## src/rtl/mem_arbiter_if.sv

```systemverilog
// Bus bundle between mem_arbiter, the two cache requesters and the memory port.
// The master modport is the arbiter's view; slave is the caches + memory side.
//
// Handshake: i_req/d_req are levels held by the requester until its one-cycle
// i_ready/d_ready pulse. mem_req is a level held by the arbiter until memory
// answers with a one-cycle mem_ready pulse, which also qualifies mem_rline.
interface mem_arbiter_if #(
  parameter int ADDR_W = 32,
  parameter int LINE_W = 128
);
  logic              i_req;
  logic [ADDR_W-1:0] i_addr;
  logic [LINE_W-1:0] i_line;
  logic              i_ready;
  logic              d_req;
  logic              d_we;
  logic [ADDR_W-1:0] d_addr;
  logic [LINE_W-1:0] d_wline;
  logic [LINE_W-1:0] d_line;
  logic              d_ready;
  logic              mem_req;
  logic              mem_we;
  logic [ADDR_W-1:0] mem_addr;
  logic [LINE_W-1:0] mem_wline;
  logic [LINE_W-1:0] mem_rline;
  logic              mem_ready;

  modport master (
    input  i_req, i_addr, d_req, d_we, d_addr, d_wline, mem_rline, mem_ready,
    output i_line, i_ready, d_line, d_ready, mem_req, mem_we, mem_addr, mem_wline
  );

  modport slave (
    output i_req, i_addr, d_req, d_we, d_addr, d_wline, mem_rline, mem_ready,
    input  i_line, i_ready, d_line, d_ready, mem_req, mem_we, mem_addr, mem_wline
  );
endinterface

```

## src/rtl/mem_arbiter.sv

```systemverilog
// mem_arbiter: shares one main-memory port between the iCache line-fill path
// and the dCache fill/write-back path, one outstanding access at a time.
// Optional macro MEM_ARB_ROUND_ROBIN_EN: round-robin on simultaneous requests
// (last-grant bit, reset to icache); otherwise the dCache has fixed priority.
module mem_arbiter #(
  parameter int ADDR_W = 32,
  parameter int LINE_W = 128
) (
  input  logic         clk,
  input  logic         rst,
  mem_arbiter_if.master bus,
  output logic [1:0]   dbg_state
);

  typedef enum logic [1:0] {
    IDLE = 2'd0,
    IGNT = 2'd1,
    DGNT = 2'd2,
    DONE = 2'd3
  } state_t;

  state_t state_q, state_d;
  logic   grant_i, grant_d, pick_d;
  logic   done_i, done_d;

`ifdef MEM_ARB_ROUND_ROBIN_EN
  // 0 = icache was granted last, 1 = dcache was granted last
  logic last_d_q;

  // Remember who won the most recent grant.
  always_ff @(posedge clk or negedge rst) begin
    if (!rst)         last_d_q <= 1'b0;
    else if (grant_d) last_d_q <= 1'b1;
    else if (grant_i) last_d_q <= 1'b0;
  end

  // On a tie the requester not granted last wins.
  assign pick_d = bus.d_req && (!bus.i_req || !last_d_q);
`else
  assign pick_d = bus.d_req;
`endif

  assign dbg_state = state_q;

  // State register.
  always_ff @(posedge clk or negedge rst) begin
    if (!rst) state_q <= IDLE;
    else      state_q <= state_d;
  end

  // Next state, grant and completion decisions.
  always_comb begin
    state_d = state_q;
    grant_i = 1'b0;
    grant_d = 1'b0;
    done_i  = 1'b0;
    done_d  = 1'b0;
    case (state_q)
      IDLE: begin
        if (pick_d) begin
          grant_d = 1'b1;
          state_d = DGNT;
        end else if (bus.i_req) begin
          grant_i = 1'b1;
          state_d = IGNT;
        end
      end
      IGNT: begin
        if (bus.mem_ready) begin
          done_i  = 1'b1;
          state_d = DONE;
        end
      end
      DGNT: begin
        if (bus.mem_ready) begin
          done_d  = 1'b1;
          state_d = DONE;
        end
      end
      // One dead cycle so the owner can drop its request after its pulse.
      DONE:    state_d = IDLE;
      default: state_d = IDLE;
    endcase
  end

  // Memory request registers and returned lines / ready pulses.
  always_ff @(posedge clk or negedge rst) begin
    if (!rst) begin
      bus.mem_req   <= 1'b0;
      bus.mem_we    <= 1'b0;
      bus.mem_addr  <= '0;
      bus.mem_wline <= '0;
      bus.i_line    <= '0;
      bus.d_line    <= '0;
      bus.i_ready   <= 1'b0;
      bus.d_ready   <= 1'b0;
    end else begin
      bus.i_ready <= 1'b0;
      bus.d_ready <= 1'b0;
      if (grant_d) begin
        bus.mem_req   <= 1'b1;
        bus.mem_we    <= bus.d_we;
        bus.mem_addr  <= {bus.d_addr[ADDR_W-1:4], 4'b0000};
        bus.mem_wline <= bus.d_wline;
      end else if (grant_i) begin
        bus.mem_req   <= 1'b1;
        bus.mem_we    <= 1'b0;
        bus.mem_addr  <= {bus.i_addr[ADDR_W-1:4], 4'b0000};
        bus.mem_wline <= '0;
      end
      if (done_i) begin
        bus.mem_req <= 1'b0;
        bus.mem_we  <= 1'b0;
        bus.i_line  <= bus.mem_rline;
        bus.i_ready <= 1'b1;
      end
      if (done_d) begin
        bus.mem_req <= 1'b0;
        bus.mem_we  <= 1'b0;
        // A write-back returns no data, so the fill line keeps its value.
        if (!bus.mem_we) bus.d_line <= bus.mem_rline;
        bus.d_ready <= 1'b1;
      end
    end
  end

endmodule
```

## src/flat_wrapper.sv

```systemverilog
// flat-port wrapper written by rule: the top's interface ports become plain ports
module mem_arbiter_flat 
#(
  parameter int ADDR_W = 32,
  parameter int LINE_W = 128
)
  (clk, rst, dbg_state, bus_i_req, bus_i_addr, bus_d_req, bus_d_we, bus_d_addr, bus_d_wline, bus_mem_rline, bus_mem_ready, bus_i_line, bus_i_ready, bus_d_line, bus_d_ready, bus_mem_req, bus_mem_we, bus_mem_addr, bus_mem_wline);
  mem_arbiter_if #(.ADDR_W(ADDR_W), .LINE_W(LINE_W)) bus_i ();
  input  logic clk;
  input  logic rst;
  output logic [1:0] dbg_state;
  input wire logic [$bits(bus_i.i_req)-1:0] bus_i_req;
  input wire logic [$bits(bus_i.i_addr)-1:0] bus_i_addr;
  input wire logic [$bits(bus_i.d_req)-1:0] bus_d_req;
  input wire logic [$bits(bus_i.d_we)-1:0] bus_d_we;
  input wire logic [$bits(bus_i.d_addr)-1:0] bus_d_addr;
  input wire logic [$bits(bus_i.d_wline)-1:0] bus_d_wline;
  input wire logic [$bits(bus_i.mem_rline)-1:0] bus_mem_rline;
  input wire logic [$bits(bus_i.mem_ready)-1:0] bus_mem_ready;
  output wire logic [$bits(bus_i.i_line)-1:0] bus_i_line;
  output wire logic [$bits(bus_i.i_ready)-1:0] bus_i_ready;
  output wire logic [$bits(bus_i.d_line)-1:0] bus_d_line;
  output wire logic [$bits(bus_i.d_ready)-1:0] bus_d_ready;
  output wire logic [$bits(bus_i.mem_req)-1:0] bus_mem_req;
  output wire logic [$bits(bus_i.mem_we)-1:0] bus_mem_we;
  output wire logic [$bits(bus_i.mem_addr)-1:0] bus_mem_addr;
  output wire logic [$bits(bus_i.mem_wline)-1:0] bus_mem_wline;
  assign bus_i.i_req = bus_i_req;
  assign bus_i.i_addr = bus_i_addr;
  assign bus_i.d_req = bus_d_req;
  assign bus_i.d_we = bus_d_we;
  assign bus_i.d_addr = bus_d_addr;
  assign bus_i.d_wline = bus_d_wline;
  assign bus_i.mem_rline = bus_mem_rline;
  assign bus_i.mem_ready = bus_mem_ready;
  assign bus_i_line = bus_i.i_line;
  assign bus_i_ready = bus_i.i_ready;
  assign bus_d_line = bus_i.d_line;
  assign bus_d_ready = bus_i.d_ready;
  assign bus_mem_req = bus_i.mem_req;
  assign bus_mem_we = bus_i.mem_we;
  assign bus_mem_addr = bus_i.mem_addr;
  assign bus_mem_wline = bus_i.mem_wline;
  mem_arbiter #(.ADDR_W(ADDR_W), .LINE_W(LINE_W)) u_core (.clk(clk), .rst(rst), .bus(bus_i), .dbg_state(dbg_state));
endmodule
```

## config.mk

```make
export PLATFORM = sky130hd
export DESIGN_NAME = mem_arbiter_flat
export DESIGN_NICKNAME = d
export VERILOG_FILES = /design/src/rtl/mem_arbiter_if.sv /design/src/rtl/mem_arbiter.sv /design/src/flat_wrapper.sv
export SDC_FILE = /design/constraint.sdc
export NUM_CORES = 1
export LEC_CHECK = 0
export BUFFER_PORTS_ARGS = -buffer_cell sky130_fd_sc_hd__buf_2
export CAP_MARGIN = 30
export CORE_AREA = 2 2 292 294
export DETAILED_ROUTE_END_ITERATION = 8
export DIE_AREA = 0 0 294 296
export GPL_ROUTABILITY_DRIVEN = 0
export PLACE_DENSITY = 0.42
export SLEW_MARGIN = 20
export SYNTH_ARGS = -nofsm -noshare
export SYNTH_HDL_FRONTEND = slang
export SYNTH_SLANG_ARGS = --single-unit
```

## constraint.sdc

```tcl
create_clock -name clk -period 3.1 [get_ports clk]
set_input_delay 0.62 -clock clk [delete_from_list [all_inputs] [get_ports clk]]
set_output_delay 0.62 -clock clk [all_outputs]
set_load 0.02 [all_outputs]
```

==> results.cfg <==
[grt]
grt_max_degree = 104
globalRouteTotalUtil = 0.1214
grt_pass1_wl_um = 80080
antenna_found_initial = 8
overflow = 0
grt_pass1_vias = 12082

[critical_path]
end_kind = flip-flop
r2r-start = u_core.dbg_state[0]
worst_setup_path_start_kind = flip-flop
cp.depth = 6
worst_ep_arrival_time_ns = 2.58
r2r_cells = 6
required_ns = 3.55
crit_end = u_core.bus.d_line[81]
path_cells = inv_1 -> ha_1 -> and2_4 -> nand2b_4 -> buf_12 -> mux2_4
crit_slowest_cell = buf_12
r2r_setup_slack_ns = 0.97
critPathBufInv = 2
crit_type = reg2reg
max_stage_delay_ns = 0.43
crit_fanout = 56
critPathTopFamily = buffers and inverters
crit_start = u_core.dbg_state[0]
r2r_end = u_core.bus.d_line[81]

[detailed_routing]
ant_nets = 0
routed_wl_um = 56290
drc_errors = 0
drtIter0Drc = 324
vias_per_cell = 3.952
wl_per_cell_um = 19.76
drt-pass1-iter-count = 4
route.vias.total = 11259

[finish]
num-nets-final = 2050
drive_gt1_frac = 0.6310
n_fill_cell = 8746
stdcell_count = 2849
syn2layout_area_growth_pct = 40.81

[hold_path]
min_path_type = in2async

[clock_tree]
tritoncts = built
cts-resized-gates = 0
cts_setup_buffers = 0
root_buffer = clkbuf_16
cts_sinks = 418
cts_hold_buffers = 0
htree_levels = 2
insertion_delay_ns = 0.59
clkTransAtPathRegs_ns = 0.06
clk_path_buf_depth = 3
cts_buffers = 50

[pwr]
leakage_nw = 11.67
clockPowerShare = 0.206
power_frac_seq = 0.345
intPower_mw = 17.03
combPwrFrac = 0.448
peakVddDrop_mv = 0.4846
switching_power_mw = 11.20
switching_share = 0.3968
power.density_nw_per_um2 = 1241

[sta]
rsz0062_at_grt = false
fin_skew_ns = 0.03079
maxSlewHeadroom = 0.5263
worst_slew_pin_slew_ns = 0.7105
hold_viol = 0
fin_setup_tns_ns = 0
fmax_mhz = 469.1
fin_crit_ns = 2.132
period_share = 0.6877
drv_slew = 0
setup-violations-final = 0

[placement]
placed_cells = 2757
port_buffers = 735
dp_hpwl_um = 41780

[synth]
synth_top_cell_area_share = 0.6476
netlist_instances = 973
syn_area_um2 = 16150
synth_area_leader_cell = dfrtp_1
postSynthAreaPerCell_um2 = 16.60
ys_warn_count = 0
ys_types = 25
ys_seq_elements = 418
netlist_top_cells_area = dfrtp_1 (65%), mux2_4 (11%), a22o_1 (9.6%)
synth-seq-area-share = 0.6476

[floorplan]
die_w_um = 294
rows = 107
start_util = 0.1918
core_area_um2 = 84210
io_pins = 748
die_h_um = 296
die_area_um2 = 87020

[flow_run]
max_cap_violations = 0

[outcome]
status = complete, no violations
-- power groups by stage --
stage | Sequential [mW] | Combinational [mW] | Clock, mW
after global routing | 10.1 | 13.4 | 6.26
after CTS | 9.76 | 12.9 | 6.05
after global placement | 9.73 | 12.8 | 0
after floorplan | 13.1 | 4.64 | 0
final | 9.75 | 12.7 | 5.83
after detailed placement | 9.77 | 12.9 | 0
-- area by class of cell --
type / count / area [um2] / share of cell area
sequential: 418 / 10460 / 0.4599
inverter: 4 / 15.01 / 0.0006602
multi-input combinational: 481 / 5202 / 0.2288
clock inverter: 20 / 197.7 / 0.008692
clock buffer: 68 / 1429 / 0.06283
timing repair buffer: 765 / 4068 / 0.1789
tap: 1090 / 1364 / 0.05997
antenna: 3 / 7.507 / 0.0003301
-- cells in the final DEF, fill, tap and decap left out, types with 2 or more instances in the layout --
cell type     n
buf_12       12
clkbuf_8     11
nand2_1      17
clkinv_4      2
a22o_1      177
clkinvlp_4    4
conb_1        4
mux2_2      136
mux2i_1       3
clkbuf_16    50
nand3b_1      7
o21ai_0       2
bufinv_16     2
buf_2       734
clkinv_2      9
inv_1         4
dfrtp_1     418
clkbuf_1      7
mux2_4      120
and2_4        2
ha_1          4
diode_2       3
buf_4        17
-- cell families after synthesis --
family	synth area share
muxes	0.2082
other	0.0002322
adders and majority gates	0.003099
AOI/OAI and AO/OA	0.09838
and+or+nand+nor	0.01022
buffers and inverters	0.03223
DFF	0.6476
-- Yosys cell counts (all sizes together) --
cell type and n:
nand3b 7, mux2 256, dfrtp 418, nor2b 2, ha 4, a21boi 2
a21oi 1, inv 4, o21ai 3, and2 2, clkbuf 5, conb 1
buf 68, a22o 177, nor2 1, nand2b 1, nand2 18, mux2i 3
-- state kept, by name (all words and copies together), names as in the netlist --
name and cells:
u_core.bus.d_line 128, u_core.bus.d_ready 1, u_core.bus.i_line 128, u_core.bus.i_ready 1, u_core.bus.mem_addr 28, u_core.bus.mem_req 1, u_core.bus.mem_we 1, u_core.bus.mem_wline 128
u_core.dbg_state 2
-- how the worst min path moves through the flow --
stage                                from  slack, ns                     to  cells after the start
detailed placement  u_core.bus.d_line[16]       0.49  u_core.bus.d_line[16]                      1
global route                          rst       0.07  u_core.bus.d_line[78]                      1
global placement    u_core.bus.i_line[87]       0.48  u_core.bus.i_line[87]                      1
finish                                rst       0.05  u_core.bus.d_line[78]                      1
CTS                                   rst       0.04  u_core.bus.d_line[78]                      1
floorplan                             rst       0.32   u_core.bus.d_line[0]                      0
-- layer usage --
layer  track usage  wire length [um]
met5             0                78
met1        0.1413             22100
met4       0.04007              1457
met3       0.03762              4178
met2        0.2117             28470
-- metrics by stage --
stage	total power, mW	setup WS, ns	instance area, um2	utilization	hold slack [ns]
after CTS	28.71	0.9096	22720	0.2699	0.03594
final	28.23	0.9681	22740	0.2701	0.05254
after global placement	22.53	0.8459	21100	0.2505	0.4847
after detailed placement	22.68	0.8137	21100	0.2505	0.4855
after floorplan	17.79	1.360	16160	-	0.3244
after global routing	29.76	0.8336	22740	0.2700	0.06629
Power figures use the tool's default switching activity.
